**config.mk**
```make
export PLATFORM = sky130hd
export DESIGN_NAME = store_align_buffer_flat
export DESIGN_NICKNAME = d
export VERILOG_FILES = /design/src/rtl/store_align_buffer_pkg.sv /design/src/rtl/store_align_buffer_if.sv /design/src/rtl/store_lane_align.sv /design/src/rtl/store_align_buffer.sv /design/src/flat_wrapper.sv
export SDC_FILE = /design/constraint.sdc
export NUM_CORES = 1
export LEC_CHECK = 0
export CORE_AREA = 2 2 182 166
export CTS_BUF_LIST = sky130_fd_sc_hd__clkbuf_4
export DETAILED_ROUTE_END_ITERATION = 7
export DIE_AREA = 0 0 184 168
export PLACE_DENSITY_LB_ADDON = 0.25
export SLEW_MARGIN = 30
export SYNTH_ARGS = -nofsm -noshare
export SYNTH_HDL_FRONTEND = slang
export SYNTH_SLANG_ARGS = --single-unit
```
**constraint.sdc**
```tcl
create_clock -name Clk -period 5 [get_ports Clk]
set_clock_uncertainty 0.05 [all_clocks]
set_input_delay 0.5 -clock Clk [delete_from_list [all_inputs] [get_ports Clk]]
set_output_delay 0.5 -clock Clk [all_outputs]
set_load 0.05 [all_outputs]
```
**src/rtl/store_align_buffer_pkg.sv**
```systemverilog
// Shared types for the store alignment buffer: access-size encodings,
// the queued write entry and the alignment rule for store requests.
package store_pkg;

  // Widest byte address an entry can carry; narrower AW values zero-extend.
  localparam int unsigned AW_MAX = 64;

  typedef enum logic [1:0] {
    SZ_WORD = 2'b00,
    SZ_HALF = 2'b01,
    SZ_BYTE = 2'b10,
    SZ_ILL  = 2'b11
  } size_e;

  typedef struct packed {
    logic [AW_MAX-1:0] addr;
    logic [31:0]       wdata;
    logic [3:0]        be;
  } entry_t;

  // A request is rejected when it is not naturally aligned or its size is illegal.
  function automatic logic is_misaligned(input size_e size, input logic [1:0] lo);
    logic bad;
    unique case (size)
      SZ_WORD: bad = (lo != 2'b00);
      SZ_HALF: bad = lo[0];
      SZ_BYTE: bad = 1'b0;
      default: bad = 1'b1;
    endcase
    return bad;
  endfunction

endpackage

```
**src/rtl/store_align_buffer_if.sv**
```systemverilog
// Store request side and memory write side of the store alignment buffer.
interface store_align_buffer_if #(
  parameter int unsigned AW = 32
);
  logic          st_valid;
  logic          st_ready;
  logic [AW-1:0] st_addr;
  logic [31:0]   st_data;
  logic [1:0]    st_size;
  logic          mem_valid;
  logic          mem_ready;
  logic [AW-1:0] mem_addr;
  logic [31:0]   mem_wdata;
  logic [3:0]    mem_be;

  // Buffer side: accepts stores, drives the memory write port.
  modport slave (
    input  st_valid, st_addr, st_data, st_size, mem_ready,
    output st_ready, mem_valid, mem_addr, mem_wdata, mem_be
  );

  // Environment side: issues stores and acts as the data memory.
  modport master (
    output st_valid, st_addr, st_data, st_size, mem_ready,
    input  st_ready, mem_valid, mem_addr, mem_wdata, mem_be
  );
endinterface

```
**src/rtl/store_lane_align.sv**
```systemverilog
// Combinational lane placement for store data: narrows to byte/halfword,
// replicates across lanes, builds byte enables and flags misalignment.
module store_lane_align
  import store_pkg::*;
#(
  parameter int unsigned AW = 32
) (
  input  logic [AW-1:0] addr,
  input  logic [31:0]   data,
  input  logic [1:0]    size,
  output entry_t        ent,
  output logic          misalign
);

  // Lane replication and byte-enable generation per access size.
  always_comb begin
    ent       = '0;
    ent.addr  = AW_MAX'({addr[AW-1:2], 2'b00});
    unique case (size_e'(size))
      SZ_BYTE: begin
        ent.wdata = {4{data[7:0]}};
        ent.be    = 4'b0001 << addr[1:0];
      end
      SZ_HALF: begin
        ent.wdata = {2{data[15:0]}};
        ent.be    = addr[1] ? 4'b1100 : 4'b0011;
      end
      SZ_WORD: begin
        ent.wdata = data;
        ent.be    = 4'b1111;
      end
      default: begin
        ent.wdata = '0;
        ent.be    = '0;
      end
    endcase
    misalign = is_misaligned(size_e'(size), addr[1:0]);
  end

endmodule

```
**src/rtl/store_align_buffer.sv**
```systemverilog
// Store alignment buffer: aligns store data onto memory byte lanes and
// queues the writes in a DEPTH-entry FIFO drained over valid/ready.
// Optional feature macro: STORE_BUF_FWD_EN adds ld_addr/ld_hit, a
// combinational word-address match against all buffered entries.
module store_align_buffer
  import store_pkg::*;
#(
  parameter int unsigned DEPTH = 4,
  parameter int unsigned AW    = 32
) (
  input  logic                   Clk,
  input  logic                   Rst,
  store_align_buffer_if.slave    bus,
  output logic                   misalign_err,
  output logic [$clog2(DEPTH):0] count
`ifdef STORE_BUF_FWD_EN
  ,
  input  logic [AW-1:0]          ld_addr,
  output logic                   ld_hit
`endif
);

  localparam int unsigned PW = $clog2(DEPTH);
  localparam int unsigned CW = PW + 1;

  entry_t          fifo [DEPTH];
  entry_t          head_q;
  entry_t          head_nxt;
  entry_t          ent;
  logic            load_head;
  logic            misalign;
  logic [PW-1:0]   wr_ptr;
  logic [PW-1:0]   rd_ptr;
  logic            push;
  logic            write;
  logic            pop;

  store_lane_align #(.AW(AW)) u_align (
    .addr     (bus.st_addr),
    .data     (bus.st_data),
    .size     (bus.st_size),
    .ent      (ent),
    .misalign (misalign)
  );

  assign push  = bus.st_valid && bus.st_ready;
  assign write = push && !misalign;
  assign pop   = bus.mem_valid && bus.mem_ready;

  assign bus.st_ready  = (count != CW'(DEPTH));
  assign bus.mem_valid = (count != '0);
  assign bus.mem_addr  = head_q.addr[AW-1:0];
  assign bus.mem_wdata = head_q.wdata;
  assign bus.mem_be    = bus.mem_valid ? head_q.be : '0;

  // The head copy is kept in its own register so the memory port holds the
  // last drained entry when empty; this picks what the head becomes next.
  always_comb begin
    head_nxt  = head_q;
    load_head = 1'b0;
    if (count == '0) begin
      if (write) begin
        head_nxt  = ent;
        load_head = 1'b1;
      end
    end else if (pop) begin
      if (count == CW'(1)) begin
        if (write) begin
          head_nxt  = ent;
          load_head = 1'b1;
        end
      end else begin
        head_nxt  = fifo[rd_ptr + PW'(1)];
        load_head = 1'b1;
      end
    end
  end

  // FIFO storage, pointers, occupancy, head register and error pulse.
  always_ff @(posedge Clk or negedge Rst) begin
    if (!Rst) begin
      for (int unsigned i = 0; i < DEPTH; i++) fifo[i] <= '0;
      head_q       <= '0;
      wr_ptr       <= '0;
      rd_ptr       <= '0;
      count        <= '0;
      misalign_err <= 1'b0;
    end else begin
      if (write) begin
        fifo[wr_ptr] <= ent;
        wr_ptr       <= wr_ptr + PW'(1);
      end
      if (pop) rd_ptr <= rd_ptr + PW'(1);
      unique case ({write, pop})
        2'b10:   count <= count + CW'(1);
        2'b01:   count <= count - CW'(1);
        default: count <= count;
      endcase
      if (load_head) head_q <= head_nxt;
      misalign_err <= push && misalign;
    end
  end

`ifdef STORE_BUF_FWD_EN
  // Entry i is live when its distance from the read pointer is below count.
  always_comb begin
    ld_hit = 1'b0;
    for (int unsigned i = 0; i < DEPTH; i++) begin
      if ((CW'(PW'(PW'(i) - rd_ptr)) < count) &&
          (fifo[i].addr == AW_MAX'({ld_addr[AW-1:2], 2'b00})))
        ld_hit = 1'b1;
    end
  end
`endif

endmodule

```
**src/flat_wrapper.sv**
```systemverilog
// flat-port wrapper written by rule: the top's interface ports become plain ports
module store_align_buffer_flat import store_pkg::*;
#(
  parameter int unsigned DEPTH = 4,
  parameter int unsigned AW    = 32
)
  (Clk, Rst, misalign_err, count, bus_st_valid, bus_st_addr, bus_st_data, bus_st_size, bus_mem_ready, bus_st_ready, bus_mem_valid, bus_mem_addr, bus_mem_wdata, bus_mem_be);
  store_align_buffer_if #(.AW(AW)) bus_i ();
  input  logic Clk;
  input  logic Rst;
  output logic misalign_err;
  output logic [$clog2(DEPTH):0] count;
  input wire logic [$bits(bus_i.st_valid)-1:0] bus_st_valid;
  input wire logic [$bits(bus_i.st_addr)-1:0] bus_st_addr;
  input wire logic [$bits(bus_i.st_data)-1:0] bus_st_data;
  input wire logic [$bits(bus_i.st_size)-1:0] bus_st_size;
  input wire logic [$bits(bus_i.mem_ready)-1:0] bus_mem_ready;
  output wire logic [$bits(bus_i.st_ready)-1:0] bus_st_ready;
  output wire logic [$bits(bus_i.mem_valid)-1:0] bus_mem_valid;
  output wire logic [$bits(bus_i.mem_addr)-1:0] bus_mem_addr;
  output wire logic [$bits(bus_i.mem_wdata)-1:0] bus_mem_wdata;
  output wire logic [$bits(bus_i.mem_be)-1:0] bus_mem_be;
  assign bus_i.st_valid = bus_st_valid;
  assign bus_i.st_addr = bus_st_addr;
  assign bus_i.st_data = bus_st_data;
  assign bus_i.st_size = bus_st_size;
  assign bus_i.mem_ready = bus_mem_ready;
  assign bus_st_ready = bus_i.st_ready;
  assign bus_mem_valid = bus_i.mem_valid;
  assign bus_mem_addr = bus_i.mem_addr;
  assign bus_mem_wdata = bus_i.mem_wdata;
  assign bus_mem_be = bus_i.mem_be;
  store_align_buffer #(.DEPTH(DEPTH), .AW(AW)) u_core (.Clk(Clk), .Rst(Rst), .bus(bus_i), .misalign_err(misalign_err), .count(count));
endmodule
```
==> results of run 1 <==
## layer usage
layer | vias to the layer above | wire length, um
met5 | - | 0
met1 | 5523 | 16400
met3 | 43 | 1490
li1 | 5170 | -
met4 | 0 | 553
met2 | 233 | 17300
## synth_stat cells (all sizes together)
| cell | count |
|---|---|
| nand4 | 4 |
| and2 | 4 |
| o21ba | 1 |
| nor2b | 4 |
| ha | 8 |
| a31oi | 66 |
| o22ai | 1 |
| mux2i | 1 |
| nor3 | 1 |
| and4 | 1 |
| or3b | 1 |
| a21boi | 2 |
| maj3 | 1 |
| dfrtp | 340 |
| clkinv | 1 |
| a2bb2oi | 1 |
| inv | 34 |
| nand3 | 3 |
| a22oi | 24 |
| a21oi | 6 |
| nor2 | 68 |
| o21ai | 266 |
| nand2 | 276 |
| and3 | 1 |
| mux4 | 66 |
| and3b | 1 |
| nand2b | 2 |
| buf | 129 |
| xnor2 | 6 |
| clkbuf | 47 |
| mux2 | 82 |
| nor3b | 1 |
## cell families after synthesis
kind of cell             Yosys count  share of synthesized area (%)
XOR/XNOR                           6                          0.333
multiplexers                     149                           15.6
adder cells (fa/ha/maj)            9                          0.706
AO/OA/AOI/OAI                    367                           12.7
flip-flops                       340                           53.9
buffers and inverters            211                           7.56
AND/OR/NAND/NOR                  367                           9.18
## cell type report
type                            count  area (um2)
Tap cell                          372         465
Timing Repair Buffer              162        1680
Fill cell                        2461       11300
Clock buffer                      126         946
Clock inverter                     14         136
Sequential cell                   340        8520
Multi-Input combinational cell    898        6090
Antenna cell                        1        2.50
Inverter                           35         131
## through the flow
stage / cell area (um2) / hold slack, ns
CTS: 18000 / 0.359
global placement: 16800 / 0.406
finish: 18000 / 0.422
global route: 18000 / 0.394
floorplan: 15800 / 0.154
detailed placement: 16900 / 0.415
## worst max-delay path, cell delays in order, from the launching register on
cell and delay, ns:
dfrtp_1 0.41, inv_1 0.11, ha_1 0.27, nand2b_1 0.27, and2_1 0.18, clkdlybuf4s50_1 0.80
## how the worst max path moves through the flow
stage	end	slack [ns]	cells after the start
floorplan	bus_mem_be[0]	2.19	5
global placement	u_core.bus.mem_wdata[5]$_DFFE_PN0P_	1.87	6
detailed placement	u_core.fifo[205]$_DFFE_PN0P_	1.91	6
CTS	bus_mem_be[1]	1.66	5
global route	bus_mem_be[2]	1.61	5
finish	bus_mem_be[1]	1.73	5
## power by group through the flow
stage          registers [W]  logic [W]  clock network [W]
2_1_floorplan        0.00462    0.00500                  0
3_3_place_gp         0.00492    0.00571                  0
3_5_place_dp         0.00486    0.00602                  0
4_1_cts              0.00482    0.00603            0.00244
5_1_grt              0.00498    0.00654            0.00259
6_report             0.00482    0.00597            0.00237
## registers in the layout, indices dropped and copies added, names as in the netlist
register              flops
u_core.bus.mem_wdata     32
u_core.count              3
u_core.rd_ptr             2
u_core.bus.mem_addr      32
u_core.wr_ptr             2
u_core.head_q             4
u_core.fifo             264
u_core.misalign_err       1
## cells in the final DEF, fill, tap and decap left out, types with 2 or more instances in the layout
cell type        synthesis  final
buf_4                   67      9
dfrtp_1                340    338
xnor2_1                  6      6
mux2_4                  10     10
inv_1                   34     34
a31oi_1                 66     66
a21oi_1                  5      5
ha_1                     8      8
mux4_2                  66     66
mux2_2                  72     72
clkbuf_4                 0    126
nand2b_1                 2      2
buf_6                   12      2
and2_1                   4      4
nor2b_1                  4      4
buf_12                   0      6
a22oi_1                 24     24
dfrtp_4                  0      2
nand4_1                  4      4
bufinv_16                0      3
clkdlybuf4s50_1          0    142
clkinv_1                 1      9
nor2_1                  68     68
nand3_1                  2      2
nand2_1                276    276
o21ai_0                266    266
## repair_timing
item,CTS,global route
hold buffers,1,0
hold endpoints to repair,113,0
resized for setup,0,0
==> flow_metrics.env, run 1 <==
export IMPL_holdPathEnd="u_core.fifo[342]$_DFFE_PN0P_"
export IMPL_hold_path_class="in2reg"
export IMPL_slew_violations=0
export IMPL_io_buffers=143
export IMPL_drive_above_1_share_pct=19.6
export IMPL_grtUsageTotal_pct=24.0
export IMPL_clockBufferDepth=3
export IMPL_h_tree_depth=3
export IMPL_layout_worst_path_cycle_share_pct=65.4
export IMPL_ant_nets=0
export IMPL_yosys_area_top_type="dfrtp_1"
export IMPL_ioPinCount=144
export IMPL_fp_dieArea_um2=30900
export IMPL_hold_start="bus_st_addr[6]"
export IMPL_p_leak_nw=8.07
export IMPL_gr_max_usage_layer="met2"
export IMPL_final_min_clock_period_ns=3.27
export IMPL_syn_inst=1449
export IMPL_drt_drc_violations_left=0
export IMPL_synth_seq_cells=340
export IMPL_worstSetupStartpoint="u_core.count[0]$_DFFE_PN0P_"
export IMPL_cp_required_ns=4.45
export IMPL_row_count=60
export IMPL_critPathKind="reg2out"
export IMPL_critPathCaptureType="output port"
export IMPL_path_clk_slew_ns=0.07
export IMPL_area_delta_synth_final_pct=13.9
export IMPL_ys_warn_count=0
export IMPL_gp_congestion=0.787
export IMPL_status="complete, no violations"
export IMPL_antenna_found_initial=1
export IMPL_initial_core_util_pct=53.9
export IMPL_grt_pass1_wl_um=59000
export IMPL_wl_um=35800
export IMPL_worst_pin_slew_ns=0.938
export IMPL_power_w=0.0132
export IMPL_rr_worst_depth=6
export IMPL_netlist_area_um2=15800
export IMPL_power_frac_comb_pct=45.4
export IMPL_power_share_sequential_pct=36.6
export IMPL_cts_sinks=340
export IMPL_swShare_pct=38.8
export IMPL_finalHoldViolCount=0
export IMPL_pwr_density_cell_nw_per_um2=733
export IMPL_fmax_ghz=0.306
export IMPL_yosys_area_top_type_share_pct=53.9
export IMPL_layout_nets=1603
export IMPL_synth_distinct_cells=39
export IMPL_drv_cap=0
export IMPL_ys_seq_area_share_pct=53.9
export IMPL_grtUsageMet3_pct=4.33
export IMPL_finalSetupViolCount=0
export IMPL_cts_buffers=88
export IMPL_p_int_w=0.00807
export IMPL_die_height_um=168
export IMPL_cts_tree="done"
export IMPL_pwr_share_clk_pct=18.0
export IMPL_r2r_start="u_core.count[0]$_DFFE_PN0P_"
export IMPL_drtPass1Iterations=5
export IMPL_die_width_um=184
export IMPL_post_cts_setup_buffer_count=0
export IMPL_grtUsageMet2_pct=39.0
export IMPL_via_count=11000
export IMPL_rsz0062_at_grt="false"
export IMPL_worstHoldPathCells=3
export IMPL_drtIter0Drc=628
export IMPL_final_setup_tns_ns=0
export IMPL_crit_fanout=9
export IMPL_grt_max_degree=129
export IMPL_postLayoutSetupSlackWorst_ns=1.73
export IMPL_root_buffer="clkbuf_4"
export IMPL_arrival_ns=2.72
export IMPL_syn_nets=1527
export IMPL_wl_per_cell_um=18.4
export IMPL_post_place_ws_ns=1.91
export IMPL_utilization_pct=61.4
export IMPL_viasPerCell=5.63
export IMPL_grt_overflow_total=0
export IMPL_switching_power_w=0.00510
export IMPL_clock_latency_ns=0.69
export IMPL_grt_pass1_vias=11300
export IMPL_startpoint_type="flop"
export IMPL_dp_hpwl_um=20800
export IMPL_met1_usage_pct=33.3
export IMPL_synth_area_leaders="dfrtp_1 (54%), mux4_2 (9.4%), o21ai_0 (8.4%)"
export IMPL_relSlewSlack_pct=37.5
export IMPL_syn_area_per_cell_um2=10.9
export IMPL_ff2ff_setup_slack_ns=1.99
export IMPL_instances_no_fill=1948
export IMPL_core_area_um2=29300
export IMPL_ir_worst_vdd_mv=0.374
export IMPL_dp_cells=1806
export IMPL_rr_endpoint="u_core.bus.mem_addr[30]$_DFFE_PN0P_"
(Power assumes the default switching activity.)
==> run 2, diff against run 1 <==
CORE_AREA = 2 2 184 168   (was 2 2 182 166)
DIE_AREA = 0 0 186 170   (was 0 0 184 168)
clock period = 2.8 ns   (was 5 ns; I/O delays follow)
==> flow_metrics.env, run 2 (synthesis gave the netlist of run 1 again) <==
export IMPL_startpoint_type="flop"
export IMPL_drt_drc_violations_left=0
export IMPL_cp_num_buf_inv=2
export IMPL_post_cts_setup_buffer_count=0
export IMPL_clockBufferDepth=3
export IMPL_finalHoldViolCount=0
export IMPL_root_buffer="clkbuf_4"
export IMPL_clock_latency_ns=0.72
export IMPL_final_min_clock_period_ns=2.60
export IMPL_core_area_um2=29700
export IMPL_grt_max_degree=117
export IMPL_cts_tree="done"
export IMPL_rr_endpoint="u_core.bus.mem_addr[27]$_DFFE_PN0P_"
export IMPL_cp_top_family="buffers and inverters"
export IMPL_layout_nets=1643
export IMPL_multi_input_area_um2=6090
export IMPL_die_width_um=186
export IMPL_area_delta_synth_final_pct=17.3
export IMPL_fp_dieArea_um2=31600
export IMPL_mostFrequentLayoutCell="dfrtp_1"
export IMPL_r2r_start="u_core.count[0]$_DFFE_PN0P_"
export IMPL_die_height_um=170
export IMPL_grt_pass1_wl_um=60400
export IMPL_gp_congestion=0.807
export IMPL_grtUsageTotal_pct=24.4
export IMPL_h_tree_depth=3
export IMPL_cts_buffers=87
export IMPL_final_cell_mix="dfrtp_1 (338), nand2_1 (276), o21ai_0 (266)"
export IMPL_rsz0062_at_grt="false"
export IMPL_hold_path_class="in2async"
export IMPL_path_cells="inv_1 -> ha_1 -> nand2b_2 -> and2_1 -> clkdlybuf4s15_2"
export IMPL_dp_hpwl_um=22900
export IMPL_fmax_ghz=0.385
export IMPL_finalSetupViolCount=0
export IMPL_relSlewSlack_pct=51.4
export IMPL_cts_sinks=340
export IMPL_via_count=11100
export IMPL_status="complete, no violations"
export IMPL_final_setup_tns_ns=0
export IMPL_regMostFlops="u_core.fifo"
export IMPL_max_stage_delay_ns=0.43
export IMPL_path_clk_slew_ns=0.06
export IMPL_layout_worst_path_cycle_share_pct=92.7
export IMPL_pwr_density_cell_nw_per_um2=1290
export IMPL_grt_pass1_vias=11600
export IMPL_cp_required_ns=2.47
export IMPL_ant_nets=0
export IMPL_drtIter0Drc=669
export IMPL_ir_worst_vdd_mv=0.721
export IMPL_design_area_um2=18500
export IMPL_drv_cap=0
export IMPL_crit_fanout=9
export IMPL_grt_overflow_total=0
export IMPL_drive_above_1_share_pct=21.7
export IMPL_rr_worst_depth=7
export IMPL_worst_pin_slew_ns=0.728
export IMPL_drtPass1Iterations=5
export IMPL_row_count=60
export IMPL_viasPerCell=5.46
export IMPL_dp_cells=1878
export IMPL_antenna_found_initial=1
export IMPL_slew_violations=0
export IMPL_critPathCaptureType="output port"
export IMPL_post_dp_cell_area_um2=17400
export IMPL_initial_core_util_pct=53.2
export IMPL_critPathKind="reg2out"
export IMPL_ff2ff_setup_slack_ns=0.41
export IMPL_largest_reg_flops=264
export IMPL_power_w=0.0238
export IMPL_wl_um=36600
export IMPL_ioPinCount=144
export IMPL_wl_per_cell_um=18.0
export IMPL_critPathSlowestCell="dfrtp_1"
export IMPL_fillCellCount=2483
export IMPL_p_leak_nw=8.34
export IMPL_instances_no_fill=2033
export IMPL_utilization_pct=62.4
export IMPL_io_buffers=143
export IMPL_final_seq_area_um2=8520
export IMPL_arrival_ns=2.27
-- run 2: final cells by class --
class,instances,area share (%)
multi-input cells,898,32.9
clock inverters,26,0.724
well taps,403,2.73
diodes,2,0.0271
flip-flops and latches,340,46.0
inverters,35,0.710
clock buffers,126,5.11
repair buffers,203,11.7
-- run 2: report_power, final --
| part | switching [W] | internal (W) |
|---|---|---|
| logic | 0.00587 | 0.00504 |
| registers | 0.00145 | 0.00730 |
| clock network | 0.00199 | 0.00216 |
-- run 2: worst max-delay path by stage --
stage                                     start                              endpoint  slack, ns  cells past startpoint
floorplan           u_core.count[0]$_DFFE_PN0P_   u_core.bus.mem_addr[13]$_DFFE_PN0P_       0.02                      9
global route        u_core.count[1]$_DFFE_PN0P_                         bus_mem_be[3]       0.06                      5
CTS                 u_core.count[0]$_DFFE_PN0P_                         bus_mem_valid      0.004                      4
global placement                 bus_st_size[0]  u_core.bus.mem_wdata[30]$_DFFE_PN0P_       0.34                      7
detailed placement               bus_st_size[0]  u_core.bus.mem_wdata[30]$_DFFE_PN0P_       0.32                      7
finish              u_core.count[1]$_DFFE_PN0P_                         bus_mem_be[3]       0.20                      5
-- run 2: stage by stage --
| step | hold slack, ns | setup WS, ns |
|---|---|---|
| floorplan | -0.0656 | 0.0241 |
| global placement | 0.295 | 0.344 |
| detailed placement | 0.299 | 0.324 |
| CTS | 0.0966 | 0.00404 |
| global route | 0.125 | 0.0579 |
| finish | 0.121 | 0.203 |
-- run 2: per-layer routing --
metal  part of all wire [%]  track usage, %  up-vias
li1                       -               -     5274
met5                      0               0        -
met3                    4.7            4.62       58
met1                     45            34.3     5487
met2                     48            38.5      280
met4                    2.0            8.63        0
-- run 2: worst reg2reg max path, delay by kind of cell, from the launching register on --
kind / cells / cell delay (ns)
AO/OA/AOI/OAI: 2 / 0.62
adder cells (fa/ha/maj): 1 / 0.29
buffers and inverters: 2 / 0.36
flip-flops: 1 / 0.45
multiplexers: 1 / 0.37
AND/OR/NAND/NOR: 1 / 0.16
-- run 2: what timing repair did --
| action | in CTS | in global routing |
|---|---|---|
| hold endpoints to repair | 134 | 0 |
| setup endpoints to repair | 5 | 6 |
| gates resized for setup | 13 | 3 |
| hold buffers | 1 | 0 |
==> run 3, diff against run 2 <==
CAP_MARGIN = 0   (was unset)
==> results of run 3 <==
No change in the layout: final DEF, timing and power equal those of run 2.
==> RTL edit 1 (flow settings as in run 3) <==
Remove the case item `SZ_BYTE` of the case on `size_e'(size)`.
--- a/src/rtl/store_lane_align.sv
+++ b/src/rtl/store_lane_align.sv
@@ -18,8 +18,4 @@
     ent.addr  = AW_MAX'({addr[AW-1:2], 2'b00});
     unique case (size_e'(size))
-      SZ_BYTE: begin
-        ent.wdata = {4{data[7:0]}};
-        ent.be    = 4'b0001 << addr[1:0];
-      end
       SZ_HALF: begin
         ent.wdata = {2{data[15:0]}};
Check against the original RTL: not settled (the Yosys comparison gave no result); the edit may change what the design does.
==> RTL edit 1 against run 3 <==
  * Die area unchanged
  * Non-clock buffer count shrank 20
  * Synthesized cell count shrank 21%
  * Sequential share of layout area increased by 0.77 points
  * Setup slack worse by 0.0091 ns
  * Highest routed layer unchanged
  * Fmax is 0.35% lower
  * Power decreased by 16%
  * Routed wire length fell by 9.2%
  * Sequential power shrank 6.6%
  * Clock power shrank 2%
  * Sequential cell count is 8 lower
  * Final area down 4.0%
  * Synthesized area shrank 4.6%
==> RTL edit 1: results (changes against run 3) <==
use_met3_pct: 4.47  # was 4.62%
nNonClkInverters: 51  # was 35
clockNetworkAreaShare_pct: 5.96  # was 5.84%
clock_latency_ns: 0.66  # was 0.72 ns
dp_cells: 1596  # was 1878
synth_common_cells: "dfrtp_1, mux2_2, o21ai_0"  # was dfrtp_1, nand2_1, o21ai_0
cts_made_buffers: 86  # was 87
peakVddDrop_uv: 662  # was 721 uV
routed_wirelength_um: 33200  # was 36600 um
fillers: 2392  # was 2483
seq_share_pct: 46.8  # was 46.0%
cts_sinks: 332  # was 340
gp_congestion: 0.795  # was 0.807
drt_first_iter_violations: 475  # was 669
synthCells: 1149  # was 1449
power.leakage_uw: 0.00791  # was 0.00834 uW
cp_max_fo: 8  # was 9
use_met1_pct: 30.6  # was 34.3%
place_ws_ns: 0.281  # was 0.324 ns
grt_usage_pct: 22.1  # was 24.4%
yosysSeqAreaShare_pct: 55.2  # was 53.9%
multi_input_cells: 628  # was 898
dr.pass1.iters: 4  # was 5
multi_input_area_share_pct: 32.6  # was 32.9%
slew_headroom_pct: 52.2  # was 51.4%
nonClkBufAreaFrac_pct: 10.7  # was 11.7%
synth_fp_nets: 1227  # was 1527
final_cell_area_sq_mm: 0.0178  # was 0.0185 sq mm
wl_met3_um: 1400  # was 1740 um
status: "finished, final reports clean"  # unchanged
grt_util_met2_pct: 35.6  # was 38.5%
-- RTL edit 1: cell types whose count changed after synthesis, moves of 17 or more --
cell and delta:
inv_1 +17, o21ai_0 -144, buf_2 -17, a31oi_1 -65
nand2_1 -199, mux2_2 +112, nor2_1 -33, a22oi_1 +22
-- RTL edit 1: worst max-delay path, cell delays in order (launching register included) --
cell,delay (ns)
dfrtp_2,0.39
inv_1,0.10
ha_1,0.24
nand2b_1,0.21
and2_1,0.16
dlygate4sd2_1,0.53
-- RTL edit 1: cell families (layout without fill, tap and decap cells) --
| family | Yosys count | in the layout | synth area share (%) |
|---|---|---|---|
| flip-flops | 332 | 332 | 55.2 |
| other | 0 | 1 | 0 |
| adder cells (fa/ha/maj) | 9 | 9 | 0.732 |
| XOR/XNOR | 6 | 6 | 0.349 |
| multiplexers | 264 | 264 | 24.4 |
| AO/OA/AOI/OAI | 199 | 199 | 8.17 |
| buffers and inverters | 189 | 376 | 6.63 |
| AND/OR/NAND/NOR | 150 | 150 | 4.50 |
-- RTL edit 1: report_power, final --
part           switching, uW  total, uW  internal [uW]
clock network           1830       4050           2220
registers               1250       8170           6910
logic                   3950       7850           3900
-- RTL edit 1: path summary, 6_finish.rpt --
kind	from	to	slack, ns	cells past startpoint
setup / recovery	u_core.count[1]	bus_mem_be[1]	0.19	5
max in group asynchronous	Rst	u_core.fifo[138]	1.72	3
setup reg to reg	u_core.count[1]	u_core.bus.mem_wdata[0]	0.29	7
min in group Clk	bus_st_addr[21]	u_core.bus.mem_addr[21]	0.30	3
hold / removal	Rst	u_core.fifo[329]	0.12	2
hold reg to reg	u_core.fifo[304]	u_core.fifo[304]	0.43	2
-- RTL edit 1: timing repair --
item,in CTS,in global routing
endpoints found under the setup margin,5,0
hold endpoints to repair,133,0
hold buffers,1,0
resized for setup,5,0
==> RTL edit 2 (settings of run 3) <==
Without the edit above. `DEPTH` is set to 4 in 2 places; all go to 8.
--- a/src/rtl/store_align_buffer.sv
+++ b/src/rtl/store_align_buffer.sv
@@ -6,5 +6,5 @@
   import store_pkg::*;
 #(
-  parameter int unsigned DEPTH = 4,
+  parameter int unsigned DEPTH = 8,
   parameter int unsigned AW    = 32
 ) (
--- a/src/flat_wrapper.sv
+++ b/src/flat_wrapper.sv
@@ -2,5 +2,5 @@
 module store_align_buffer_flat import store_pkg::*;
 #(
-  parameter int unsigned DEPTH = 4,
+  parameter int unsigned DEPTH = 8,
   parameter int unsigned AW    = 32
 )
Interface: changed (resized count); port bits go from 144 to 145. No check against the original RTL was run, so the function may have changed too.
==> RTL edit 2 against run 3 <==
  * The flow now stops in 3_1_place_gp_skip_io
  * Synthesized area increased by 77%
==> RTL edit 2: results (changes against run 3) <==
status: "did not finish"  # was finished, final reports clean
failing_step: "3_1_place_gp_skip_io"
tool.error: "[ERROR FLW-0024] Place density exceeds 1.0 (current PLACE_DENSITY_LB_ADDON =  0.25). Please check if the value of  PLACE_DENSITY_LB_ADDON is between 0 and 0.99."
placementRows: 60  # unchanged
synth_warnings: 0  # unchanged
synthCells: 2528  # was 1449
synth_top_cells_by_area: "dfrtp_1, nand2_1, mux4_2"  # was dfrtp_1, mux4_2, o21ai_0
yosysSeqAreaShare_pct: 54.5  # was 53.9%
ys_seq_elements: 607  # was 340
synth_xor_area_share_pct: 0.314  # was 0.333%
synth_common_cells: "nand2_1, dfrtp_1, o21ai_0"  # was dfrtp_1, nand2_1, o21ai_0
synthMuxAreaShare_pct: 16.4  # was 15.6%
synth_fp_nets: 2603  # was 1527
synth_fa_ha_area_share_pct: 0.296  # was 0.706%
ys_types: 52  # was 39
synthArstFlopShare_pct: 100  # unchanged
synth-compound-area-share_pct: 9.04  # was 12.7%
## RTL edit 2: changes by cell type after synthesis, moves of 25 or more
cell,before,now
buf_2,47,80
a31oi_1,66,5
buf_4,67,107
mux2_2,72,108
mux2i_1,0,27
and3_1,0,30
mux4_2,66,126
o221a_2,0,30
nor2_1,68,11
nand2_1,276,797
nand3_1,2,33
dfrtp_1,340,607
o21ai_0,266,291
## RTL edit 2: cell families after synthesis
group | count (synthesis)
xor gates and xnor gates | 10
DFF | 607
buffers and inverters | 310
muxes | 277
AOI/OAI and AO/OA | 401
and+or+nand+nor | 916
adders and majority gates | 7
